--- src/rtl/diffusion_mem_requester.sv ---
// rtl/diffusion_mem_requester.sv - per-lane requester agent for the banked score BRAM scheduler
module diffusion_mem_requester #(
  parameter int ADDR_WIDTH   = 13,
  parameter int DATA_WIDTH   = 32,
  parameter int FIFO_DEPTH   = 4,
  parameter int CONFLICT_LAT = 2,
  parameter int MEM_LATENCY  = 1,
  parameter int MAX_RETRY    = 15,
  parameter logic [ADDR_WIDTH-1:0] PARK_ADDR = {ADDR_WIDTH{1'b1}}
) (
  input  logic                  clk,
  input  logic                  rst_n,
  input  logic                  req_valid,
  output logic                  req_ready,
  input  logic [ADDR_WIDTH-1:0] req_addr,
  input  logic [DATA_WIDTH-1:0] req_wdata,
  input  logic                  req_write,
  output logic                  rsp_valid,
  output logic [DATA_WIDTH-1:0] rsp_rdata,
  output logic [ADDR_WIDTH-1:0] rsp_addr,
  output logic                  wr_done,
  output logic [ADDR_WIDTH-1:0] lane_addr,
  output logic [DATA_WIDTH-1:0] lane_data,
  output logic                  lane_we,
  input  logic [DATA_WIDTH-1:0] lane_rdata,
  input  logic                  lane_conflict,
  output logic                  starve,
  output logic [15:0]           conflict_cnt
);

  localparam int PTR_W = (FIFO_DEPTH > 1) ? $clog2(FIFO_DEPTH) : 1;
  localparam int CNT_W = PTR_W + 1;
  localparam int WC_W  = $clog2(CONFLICT_LAT + 2);
  localparam int RW_W  = $clog2(MEM_LATENCY + 2);

  typedef enum logic [1:0] {S_IDLE, S_ISSUE, S_READ_WAIT} state_e;

  state_e                  state_q, state_d;
  logic [ADDR_WIDTH-1:0]   fifo_addr_q [FIFO_DEPTH];
  logic [DATA_WIDTH-1:0]   fifo_data_q [FIFO_DEPTH];
  logic                    fifo_we_q   [FIFO_DEPTH];
  logic [PTR_W-1:0]        wr_ptr_q, rd_ptr_q;
  logic [CNT_W-1:0]        count_q;
  logic [ADDR_WIDTH-1:0]   hold_addr_q;
  logic [DATA_WIDTH-1:0]   hold_data_q;
  logic                    hold_we_q;
  logic [WC_W-1:0]         wait_cnt_q, wait_cnt_d;
  logic [RW_W-1:0]         rw_cnt_q, rw_cnt_d;
  logic [7:0]              retry_cnt_q, retry_cnt_d;
  logic [15:0]             conflict_cnt_q;
  logic                    starve_q;
  logic                    rsp_valid_q, rsp_valid_d;
  logic [DATA_WIDTH-1:0]   rsp_rdata_q;
  logic [ADDR_WIDTH-1:0]   rsp_addr_q;
  logic                    wr_done_q, wr_done_d;
  logic                    push, pop, lost, done, fifo_empty, fifo_full;

  assign fifo_empty = (count_q == '0);
  assign fifo_full  = (count_q == CNT_W'(FIFO_DEPTH));
  assign req_ready  = !fifo_full;
  assign push       = req_valid && req_ready;

  // Lane is parked whenever no request is being issued or read back
  assign lane_addr    = (state_q == S_IDLE) ? PARK_ADDR : hold_addr_q;
  assign lane_data    = (state_q == S_IDLE) ? '0 : hold_data_q;
  assign lane_we      = (state_q == S_ISSUE) && hold_we_q;
  assign rsp_valid    = rsp_valid_q;
  assign rsp_rdata    = rsp_rdata_q;
  assign rsp_addr     = rsp_addr_q;
  assign wr_done      = wr_done_q;
  assign starve       = starve_q;
  assign conflict_cnt = conflict_cnt_q;

  // Next-state logic: arbitration sampling, retry and completion handling
  always_comb begin
    state_d     = state_q;
    wait_cnt_d  = wait_cnt_q;
    rw_cnt_d    = rw_cnt_q;
    retry_cnt_d = retry_cnt_q;
    rsp_valid_d = 1'b0;
    wr_done_d   = 1'b0;
    lost        = 1'b0;
    done        = 1'b0;
    pop         = 1'b0;
    case (state_q)
      S_IDLE: begin
        if (!fifo_empty) begin
          pop         = 1'b1;
          state_d     = S_ISSUE;
          wait_cnt_d  = '0;
          retry_cnt_d = '0;
        end
      end
      S_ISSUE: begin
        if (wait_cnt_q == WC_W'(CONFLICT_LAT)) begin
          wait_cnt_d = '0;
          if (lane_conflict) begin
            lost = 1'b1;
            if (retry_cnt_q != 8'hFF) retry_cnt_d = retry_cnt_q + 8'd1;
          end else if (hold_we_q) begin
            wr_done_d = 1'b1;
            done      = 1'b1;
          end else begin
            state_d  = S_READ_WAIT;
            rw_cnt_d = '0;
          end
        end else begin
          wait_cnt_d = wait_cnt_q + WC_W'(1);
        end
      end
      S_READ_WAIT: begin
        if (rw_cnt_q == RW_W'(MEM_LATENCY - 1)) begin
          rsp_valid_d = 1'b1;
          done        = 1'b1;
        end else begin
          rw_cnt_d = rw_cnt_q + RW_W'(1);
        end
      end
      default: state_d = S_IDLE;
    endcase
    // A finished request hands the lane straight to the next queued one
    if (done) begin
      if (!fifo_empty) begin
        pop         = 1'b1;
        state_d     = S_ISSUE;
        wait_cnt_d  = '0;
        retry_cnt_d = '0;
      end else begin
        state_d = S_IDLE;
      end
    end
  end

  // FIFO storage carries no reset; only pointers and count are cleared
  always_ff @(posedge clk) begin
    if (push) begin
      fifo_addr_q[wr_ptr_q] <= req_addr;
      fifo_data_q[wr_ptr_q] <= req_wdata;
      fifo_we_q[wr_ptr_q]   <= req_write;
    end
  end

  // Control state, FIFO pointers, hold registers and statistics
  always_ff @(posedge clk) begin
    if (!rst_n) begin
      state_q        <= S_IDLE;
      wr_ptr_q       <= '0;
      rd_ptr_q       <= '0;
      count_q        <= '0;
      hold_addr_q    <= '0;
      hold_data_q    <= '0;
      hold_we_q      <= 1'b0;
      wait_cnt_q     <= '0;
      rw_cnt_q       <= '0;
      retry_cnt_q    <= '0;
      conflict_cnt_q <= '0;
      starve_q       <= 1'b0;
      rsp_valid_q    <= 1'b0;
      rsp_rdata_q    <= '0;
      rsp_addr_q     <= '0;
      wr_done_q      <= 1'b0;
    end else begin
      state_q     <= state_d;
      wait_cnt_q  <= wait_cnt_d;
      rw_cnt_q    <= rw_cnt_d;
      retry_cnt_q <= retry_cnt_d;
      rsp_valid_q <= rsp_valid_d;
      wr_done_q   <= wr_done_d;
      if (push) wr_ptr_q <= wr_ptr_q + PTR_W'(1);
      if (pop) begin
        rd_ptr_q    <= rd_ptr_q + PTR_W'(1);
        hold_addr_q <= fifo_addr_q[rd_ptr_q];
        hold_data_q <= fifo_data_q[rd_ptr_q];
        hold_we_q   <= fifo_we_q[rd_ptr_q];
      end
      if (push && !pop)      count_q <= count_q + CNT_W'(1);
      else if (pop && !push) count_q <= count_q - CNT_W'(1);
      if (lost && conflict_cnt_q != 16'hFFFF) conflict_cnt_q <= conflict_cnt_q + 16'd1;
      if (lost && retry_cnt_d >= 8'(MAX_RETRY)) starve_q <= 1'b1;
      if (rsp_valid_d) begin
        rsp_rdata_q <= lane_rdata;
        rsp_addr_q  <= hold_addr_q;
      end
    end
  end

endmodule

--- config.mk ---
export PLATFORM = sky130hd
export DESIGN_NAME = diffusion_mem_requester
export DESIGN_NICKNAME = d
export VERILOG_FILES = /design/src/rtl/diffusion_mem_requester.sv
export SDC_FILE = /design/constraint.sdc
export NUM_CORES = 1
export LEC_CHECK = 0
export ABC_CLOCK_PERIOD_IN_PS = 7200
export CAP_MARGIN = 10
export CORE_UTILIZATION = 58
export DETAILED_ROUTE_END_ITERATION = 8
export PLACE_DENSITY = 0.85
export SKIP_CTS_REPAIR_TIMING = 1
export SYNTH_ARGS = -nofsm -noshare
export SYNTH_HDL_FRONTEND = slang
export SYNTH_SLANG_ARGS = --single-unit
--- constraint.sdc ---
create_clock -name clk -period 7.2 [get_ports clk]
set_input_delay 1.44 -clock clk [delete_from_list [all_inputs] [get_ports clk]]
set_output_delay 1.44 -clock clk [all_outputs]
set_load 0.02 [all_outputs]
==> impl_metrics.py, run 1 <==
metrics = {
    "floorplanning": {
        "rows": 52,
        "fp.coreArea_um2": 20400,
        "die_area_um2": 21600,
        "die_w_um": 147,
        "io_pins": 193,
        "die_h_um": 147,
        "initial_core_util": 0.597,
    },
    "finish": {
        "nNetsFinal": 1217,
        "syn_to_final_growth_pct": 25.9,
        "finalInstanceArea_um2": 15400,
        "stdcell_count": 1419,
        "drive_gt1_frac": 0.120,
    },
    "placement": {
        "dp_cells": 1359,
        "portBuffers": 192,
        "place_congestion": 0.859,
        "hpwl_um": 15800,
        "place_area_um2": 14300,
    },
    "timing": {
        "hold_viol_final": 0,
        "fin_tns_setup_ns": 0,
        "rsz0062_at_grt": "false",
        "fin_crit_ns": 4.73,
        "fin_skew_ns": 0.00765,
        "worst_pin_slew_ns": 1.08,
        "post-route-period-util": 0.657,
        "slew_headroom": 0.281,
        "hold_ws_ns": 0.451,
        "final_max_slew_viol_count": 0,
        "fmax_mhz": 212,
        "setup-violations-final": 0,
    },
    "critical_path": {
        "cp_cell_sequence": "clkdlybuf4s50_1, o31ai_2, a21o_1, and2_2, inv_2, ha_1, inv_1, fa_1, xor2_1, or3_1, a21oi_1",
        "max_stage_delay_ns": 0.87,
        "critPathRequiredTime_ns": 7.67,
        "worst_setup_path_start_kind": "input port",
        "crit_type": "input port to flop",
        "worstSetupEndpointType": "flop",
        "worst_r2r_startpoint": "state_q[1]",
        "path_max_fanout": 48,
        "cp-startpoint": "lane_conflict",
        "slowest_stage": "and2_2",
        "worstPathArrival_ns": 5.20,
    },
    "detailed_routing": {
        "drc": 0,
        "viasPerCell": 5.58,
        "drt_pre_antenna_iters": 5,
        "drt_iter0_drc": 430,
        "ant_nets": 0,
        "vias": 7921,
        "routed_wl_um": 26000,
        "wl_per_cell_um": 18.3,
    },
    "power": {
        "p_leak_nw": 5.16,
        "vdd.ir_drop.worst_mv": 0.248,
        "p_per_area_nw_per_um2": 355,
    },
    "clocking": {
        "clk_pin_slew_worst_paths_ns": 0.06,
        "htreeDepth": 1,
        "insertion_delay_ns": 0.55,
        "clock_sinks": 315,
        "cts_tree": "built",
        "cts_buffer_depth": 3,
        "cts-root-buf": "clkbuf_16",
        "cts_buffers": 31,
    },
    "global_route": {
        "grt_pass1_wl_um": 40400,
        "grt_overflow_total": 0,
        "grt_pass1_vias": 7860,
        "grt_use_total": 0.240,
        "grt_max_degree": 87,
        "antenna_found_initial": 2,
    },
    "yosys": {
        "syn_avg_cell_area_um2": 12.9,
        "ys_seq_area_frac": 0.668,
        "synth_edf_count": 184,
        "ys_ff_latch": 315,
        "synth.distinct_cells": 58,
        "synthArstFlopShare": 0,
        "synth_nets": 1038,
        "syn-cell-area_um2": 12200,
        "yosys_warnings": 0,
        "synthFlopType": "edfxtp_1",
        "syn-instance-count": 943,
    },
    "outcome": {
        "status": "finished, final reports clean",
    },
    "run": {
        "max-cap-violations": 0,
    },
    "hold_path": {
        "hold_path.class": "flop to flop",
        "holdCritStartpoint": "hold_data_q[7]",
    },
}
final cells by class:
class                           count  area (µm²)
Clock buffer                       40         882
Tap cell                          270         338
Sequential cell                   315        8150
Fill cell                        1306        5080
Antenna cell                        2        5.00
Multi-Input combinational cell    559        3760
Timing Repair Buffer              201        1990
Inverter                           14        55.1
Clock inverter                     18         171
sequential cells by signal, summed over array words and instances (netlist names), 2 cells and up:
name          flops
state_q           2
wr_ptr_q          2
fifo_data_q     128
rsp_rdata        32
rsp_addr         13
conflict_cnt     16
rd_ptr_q          2
hold_addr_q      13
fifo_addr_q      52
wait_cnt_q        2
retry_cnt_q       8
fifo_we_q         4
hold_data_q      32
rw_cnt_q          2
count_q           3
layout by cell type (no fill, tap or decap), types with 3 or more instances in the layout:
| master | n |
|---|---|
| nand2_1 | 203 |
| clkdlybuf4s50_1 | 192 |
| edfxtp_1 | 184 |
| dfxtp_1 | 129 |
| a21oi_1 | 104 |
| mux4_2 | 46 |
| nor2_1 | 38 |
| nor2b_1 | 33 |
| clkbuf_16 | 33 |
| inv_1 | 13 |
| or2_2 | 13 |
| xnor2_1 | 11 |
| ha_1 | 11 |
| xor2_1 | 9 |
| nand4_1 | 9 |
| buf_4 | 9 |
| and2_1 | 7 |
| nand3_1 | 7 |
| o21ai_0 | 6 |
| and3_2 | 5 |
| inv_4 | 5 |
| clkinv_2 | 5 |
| or3_1 | 4 |
| a21o_1 | 4 |
| mux2i_1 | 4 |
| nor3_1 | 4 |
| and3_1 | 4 |
| clkbuf_1 | 4 |
| clkinv_1 | 3 |
| bufinv_16 | 3 |
| clkbuf_8 | 3 |
worst max-delay path: cells and delay by family:
kind	cells	cell delay (ns)
xor gates and xnor gates	1	0.07
and+or+nand+nor	2	1.18
adders and majority gates	2	0.61
AOI/OAI and AO/OA	3	0.65
buffers and inverters	3	1.23
metal layers:
layer	GRT usage	routed length (µm)	vias to the layer above
met2	0.418	13100	294
met3	0.0506	1800	52
li1	-	-	3734
met4	0.0964	774	0
met5	0	0	-
met1	0.292	10300	3841
path summary, 6_finish.rpt:
kind                          to  slack, ns  cells after the start
hold reg to reg   hold_data_q[7]       0.45                      2
hold / removal    hold_data_q[7]       0.45                      2
setup reg to reg      count_q[2]       2.74                     13
setup / recovery      count_q[2]       2.47                     11
cells in the mapped netlist (all sizes together), types with 9 or more instances:
cell type  number  share of area
and3           10         0.0056
mux4           46          0.085
or2            13         0.0067
nor2b          33          0.017
a21oi         104          0.043
nand2         203          0.062
ha             12          0.012
nor2           38          0.012
edfxtp        184           0.45
buf            19         0.0089
inv            14         0.0043
xor2            9         0.0065
dfxtp         131           0.22
xnor2          11         0.0079
clkbuf         36          0.011
nand4           9         0.0046
per-stage QoR:
stage / setup slack, ns / power, mW / util
2_1_floorplan: 3.73 / 3.34 / -
3_5_place_dp: 1.92 / 3.85 / 0.700
4_1_cts: 2.47 / 5.48 / 0.751
3_3_place_gp: 2.01 / 3.80 / 0.700
5_1_grt: 2.25 / 5.69 / 0.751
6_report: 2.47 / 5.45 / 0.751
cells by family after synthesis:
group	count (synthesis)	share of synthesized area
AO/OA/AOI/OAI	133	0.0624
flip-flops	315	0.668
multiplexers	50	0.0882
XOR/XNOR	20	0.0144
buffers and inverters	69	0.0243
AND/OR/NAND/NOR	343	0.129
adder cells (fa/ha/maj)	13	0.0140
power by group:
| part | internal, mW | switching, mW |
|---|---|---|
| Combinational | 0.636 | 0.826 |
| Sequential | 2.18 | 0.174 |
| Clock | 0.972 | 0.659 |
(Power assumes the default switching activity.)
==> inputs of run 2 (changes only) <==
ABC_CLOCK_PERIOD_IN_PS = 4900   (was 7200)
CORE_UTILIZATION = 53   (was 58)
PLACE_DENSITY = 0.79   (was 0.85)
clock period = 4.9 ns   (was 7.2 ns; I/O delays follow)
==> run 2 against run 1 <==
- worst hold slack worse by 0.0020 ns
- cell count grew 1.3%
- non-clock buffer count grew 4
- die area rose by 9.3%
- setup slack worse by 1.3 ns
- combinational power grew 48%
- first-iteration DRC count rose by 19%
- global-route usage shrank 1.8 points
- via count fell by 0.56%
- clock-buffer cell count up 1
- utilization is 7.0 points lower
==> impl_metrics.py, run 2 (synthesis gave the netlist of run 1 again) <==
metrics = {
    "detailed_routing": {
        "drc": 0,
        "drt_pre_antenna_iters": 5,
        "wl_per_cell_um": 18.1,
        "ant_nets": 0,
        "viasPerCell": 5.48,
        "routed_wl_um": 26100,
        "vias": 7877,
        "drt_iter0_drc": 510,
    },
    "hold_path": {
        "worstHoldEndpoint": "hold_data_q[30]",
        "holdCritStartpoint": "hold_data_q[30]",
        "hold_path.class": "flop to flop",
        "hold_depth": 2,
    },
    "placement": {
        "place_ws_ns": 1.47,
        "dp_cells": 1378,
        "portBuffers": 192,
        "hpwl_um": 16100,
        "place_area_um2": 14300,
        "place_congestion": 0.811,
    },
    "floorplanning": {
        "die_h_um": 154,
        "die_area_um2": 23600,
        "fp.coreArea_um2": 22600,
        "die_w_um": 154,
        "initial_core_util": 0.540,
        "rows": 55,
        "io_pins": 193,
    },
    "critical_path": {
        "cp_cell_sequence": "inv_1, ha_2, buf_4, or2_2, clkdlybuf4s50_1",
        "critPathRequiredTime_ns": 3.92,
        "max_stage_delay_ns": 0.63,
        "crit_family": "buffers and inverters",
        "slowest_stage": "clkdlybuf4s50_1",
        "worstSetupEndpointType": "primary output",
        "crit_type": "flop to primary output",
        "worstPathArrival_ns": 2.79,
        "r2r_slack_ns": 2.00,
        "worst_r2r_startpoint": "state_q[1]",
        "reg2reg_depth": 13,
        "r2r_end": "count_q[2]",
        "worst_setup_path_start_kind": "flop",
        "crit_buf_inv": 3,
        "path_max_fanout": 26,
    },
    "clocking": {
        "clk_pin_slew_worst_paths_ns": 0.06,
        "htreeDepth": 1,
        "cts_buffers": 31,
        "insertion_delay_ns": 0.55,
        "cts-root-buf": "clkbuf_16",
        "cts_tree": "built",
        "clock_sinks": 315,
        "cts_buffer_depth": 3,
    },
    "global_route": {
        "grt_overflow_total": 0,
        "grt_use_total": 0.222,
        "grt_pass1_wl_um": 41400,
        "grt_pass1_vias": 7892,
        "grt_max_degree": 95,
        "antenna_found_initial": 2,
    },
    "finish": {
        "drive_gt1_frac": 0.124,
        "finalInstanceArea_um2": 15400,
        "final_common_cell": "nand2_1",
        "largestRegisters": "fifo_data_q (128), fifo_addr_q (52)",
        "stdcell_count": 1437,
        "top_register": "fifo_data_q",
        "syn_to_final_growth_pct": 26.1,
        "layout_common_cells": "202 x nand2_1, 192 x clkdlybuf4s50_1, 184 x edfxtp_1",
        "largest_reg_flops": 128,
        "fill_cells": 1614,
        "nNetsFinal": 1221,
    },
    "timing": {
        "post-route-period-util": 0.769,
        "fin_skew_ns": 0.0122,
        "fin_crit_ns": 3.77,
        "setup-violations-final": 0,
        "fmax_mhz": 265,
        "fin_tns_setup_ns": 0,
        "final_max_slew_viol_count": 0,
        "hold_viol_final": 0,
        "slew_headroom": 0.311,
        "rsz0062_at_grt": "false",
        "worst_pin_slew_ns": 1.03,
        "postLayoutSetupSlackWorst_ns": 1.13,
    },
    "run": {
        "max-cap-violations": 0,
    },
    "power": {
        "vdd.ir_drop.worst_mv": 0.324,
        "p_leak_nw": 5.16,
        "p_per_area_nw_per_um2": 518,
    },
    "outcome": {
        "status": "finished, final reports clean",
    },
}
run 2: layout make-up:
| cell class | instances | area, µm² | share of cell area |
|---|---|---|---|
| sequential | 315 | 8150 | 0.530 |
| multi-input combinational | 559 | 3760 | 0.245 |
| timing repair buffer | 205 | 2020 | 0.131 |
| clock buffer | 41 | 863 | 0.0562 |
| tap | 285 | 357 | 0.0232 |
| clock inverter | 17 | 163 | 0.0106 |
| inverter | 14 | 55.1 | 0.00358 |
| antenna | 1 | 2.50 | 0.000163 |
run 2: tightest hold or removal path, cell delays in order (launching register included):
cell     delay, ns
dfxtp_1       0.30
nand2_1       0.05
a21oi_1       0.05
run 2: per-layer routing:
| layer | vias up | wire, µm | GRT usage |
|---|---|---|---|
| met5 | - | 0 | 0 |
| met4 | 0 | 674 | 0.0667 |
| met3 | 46 | 1630 | 0.0420 |
| met2 | 242 | 12800 | 0.382 |
| met1 | 3845 | 10900 | 0.286 |
| li1 | 3744 | - | - |
run 2: worst max-delay path by stage:
stage,from,endpoint,depth (start not counted)
2_1_floorplan,lane_conflict,count_q[2],11
3_3_place_gp,lane_conflict,count_q[2],11
6_report,state_q[1],lane_addr[8],5
5_1_grt,state_q[0],lane_addr[8],5
4_1_cts,state_q[1],lane_addr[3],5
3_5_place_dp,lane_conflict,count_q[2],11
run 2: metrics by stage:
step | utilization | hold WS, ns | total power [mW]
after global routing | 0.681 | 0.469 | 8.38
final | 0.681 | 0.449 | 7.96
after CTS | 0.681 | 0.451 | 8.05
after global placement | 0.636 | 0.439 | 5.65
after detailed placement | 0.636 | 0.442 | 5.71
after floorplan | - | 0.432 | 4.90
run 2: power by group:
part           switching, mW  internal [mW]
clock network          0.948           1.39
registers              0.261           3.20
logic                   1.21          0.949
==> inputs of run 3 (changes only) <==
ABC_CLOCK_PERIOD_IN_PS = 3150   (was 4900)
CORE_UTILIZATION = 48   (was 53)
PLACE_DENSITY = 0.75   (was 0.79)
clock period = 3.15 ns   (was 4.9 ns; I/O delays follow)
==> run 3 against run 2 <==
- setup slack worse by 0.95 ns
- register-to-register slack worse by 1.5 ns
- clock power up 68%
- combinational power up 62%
- first-iteration DRC count grew 15%
- worst hold slack improved by 0.00091 ns
- power is 60% higher
- non-clock buffer count up 3
- sequential power up 54%
- critical path depth is the same
- largest cell class unchanged
- largest power group unchanged
==> impl_metrics.py, run 3 (synthesis gave the netlist of run 1 again) <==
metrics = {
    "outcome": {
        "status": "finished, final reports clean",
    },
    "critical_path": {
        "critPathRequiredTime_ns": 2.52,
        "crit_type": "flop to primary output",
        "worstPathArrival_ns": 2.33,
        "worstSetupEndpointType": "primary output",
        "worst_setup_path_start_kind": "flop",
        "path_max_fanout": 28,
        "cp-startpoint": "state_q[0]",
        "worst_r2r_startpoint": "state_q[0]",
    },
    "run": {
        "max-cap-violations": 0,
    },
    "placement": {
        "place_congestion": 0.799,
        "hpwl_um": 16000,
        "portBuffers": 192,
    },
    "detailed_routing": {
        "drt-met1-wl_um": 11400,
        "drt_pre_antenna_iters": 6,
        "ant_nets": 0,
        "vias": 7854,
        "dr_wl_met3_um": 1740,
        "wl_per_cell_um": 18.0,
        "routed_wl_um": 26600,
        "drt_iter0_drc": 588,
        "route.met2.wl_um": 12900,
        "top_layer": "met5",
        "drc": 0,
        "viasPerCell": 5.30,
    },
    "finish": {
        "nNetsFinal": 1227,
        "largest_reg_flops": 128,
        "antenna-diode-count": 0,
        "syn_to_final_growth_pct": 28.0,
        "fill_cells": 1853,
        "final_common_cell": "nand2_1",
        "multi_input_area_um2": 3760,
        "largestRegisters": "fifo_data_q (128), fifo_addr_q (52)",
        "layout_common_cells": "202 x nand2_1, 192 x clkdlybuf4s50_1, 184 x edfxtp_1",
        "seqCellArea_um2": 8150,
        "post-route-util": 0.635,
        "drive_gt1_frac": 0.125,
        "top_register": "fifo_data_q",
    },
    "clocking": {
        "clock_sinks": 315,
        "cts_buffers": 34,
        "cts-root-buf": "clkbuf_16",
        "clk_pin_slew_worst_paths_ns": 0.06,
        "insertion_delay_ns": 0.51,
        "cts_buffer_depth": 3,
        "htreeDepth": 2,
        "cts_tree": "built",
    },
    "timing": {
        "final_max_slew_viol_count": 0,
        "fin_crit_ns": 2.96,
        "slew_headroom": 0.388,
        "hold_viol_final": 0,
        "post-route-period-util": 0.941,
        "rsz0062_at_grt": "false",
        "fin_tns_setup_ns": 0,
        "fmax_mhz": 337,
        "setup-violations-final": 0,
        "worst_pin_slew_ns": 0.918,
        "fin_skew_ns": 0.0162,
        "hold_ws_ns": 0.450,
    },
    "power": {
        "p_per_area_nw_per_um2": 818,
        "vdd.ir_drop.worst_mv": 0.596,
        "p_leak_nw": 5.23,
        "p_total_mw": 12.8,
    },
    "global_route": {
        "grt_pass1_wl_um": 42100,
        "grt_use_total": 0.207,
        "grt_pass1_vias": 7831,
        "grt_max_degree": 49,
        "grt_overflow_total": 0,
        "antenna_found_initial": 1,
    },
    "hold_path": {
        "holdCritStartpoint": "hold_data_q[3]",
        "hold_path.class": "flop to flop",
    },
    "floorplanning": {
        "io_pins": 193,
        "fp.coreArea_um2": 24600,
        "die_area_um2": 26000,
        "rows": 57,
        "die_w_um": 161,
        "initial_core_util": 0.496,
        "die_h_um": 161,
    },
}
-- run 3: changes by cell type in the layout (fill, tap and decap cells not counted), sizes merged --
cell | previous run | this run
inv | 15 | 16
clkinv | 13 | 5
diode | 1 | 0
bufinv | 3 | 2
clkbuf | 41 | 53
buf | 13 | 16
-- run 3: stage by stage --
| stage | cell area, µm² | worst slack (ns) | cells |
|---|---|---|---|
| floorplan | 12200 | 0.294 | 943 |
| detailed placement | 14500 | 0.0909 | 1420 |
| finish | 15600 | 0.186 | 1482 |
| global placement | 14500 | 0.142 | 1420 |
| CTS | 15600 | 0.166 | 1482 |
| global route | 15600 | 0.0902 | 1482 |
-- run 3: layout make-up --
cell class,count,area share
sequential,315,0.522
multi-input combinational,559,0.241
timing repair buffer,208,0.136
clock buffer,53,0.0643
tap,324,0.0260
clock inverter,9,0.00745
inverter,14,0.00353
-- run 3: critical path, cell delays in order, from the launching register on --
cell and delay, ns:
dfxtp_1 0.40, inv_1 0.09, ha_2 0.21, buf_4 0.24, or2_2 0.33, clkdlybuf4s50_1 0.56
-- run 3: where the power goes --
group	total (mW)	leakage (nW)	switching, mW	internal [mW]
Clock	3.94	0.545	1.56	2.38
Sequential	5.33	2.75	0.348	4.98
Combinational	3.50	1.93	1.98	1.52
Total	12.8	5.23	3.89	8.88
-- run 3: final timing paths --
path,to,slack (ns),depth (start not counted)
max,lane_addr[6],0.19,5
min,hold_data_q[3],0.45,2
max reg2reg,count_q[2],0.48,13
min reg2reg,hold_data_q[3],0.45,2
-- run 3: layer usage --
metal,GRT usage,vias to the layer above
met5,0,-
met4,0.0575,2
met3,0.0413,43
met2,0.351,255
met1,0.270,3805
li1,-,3749
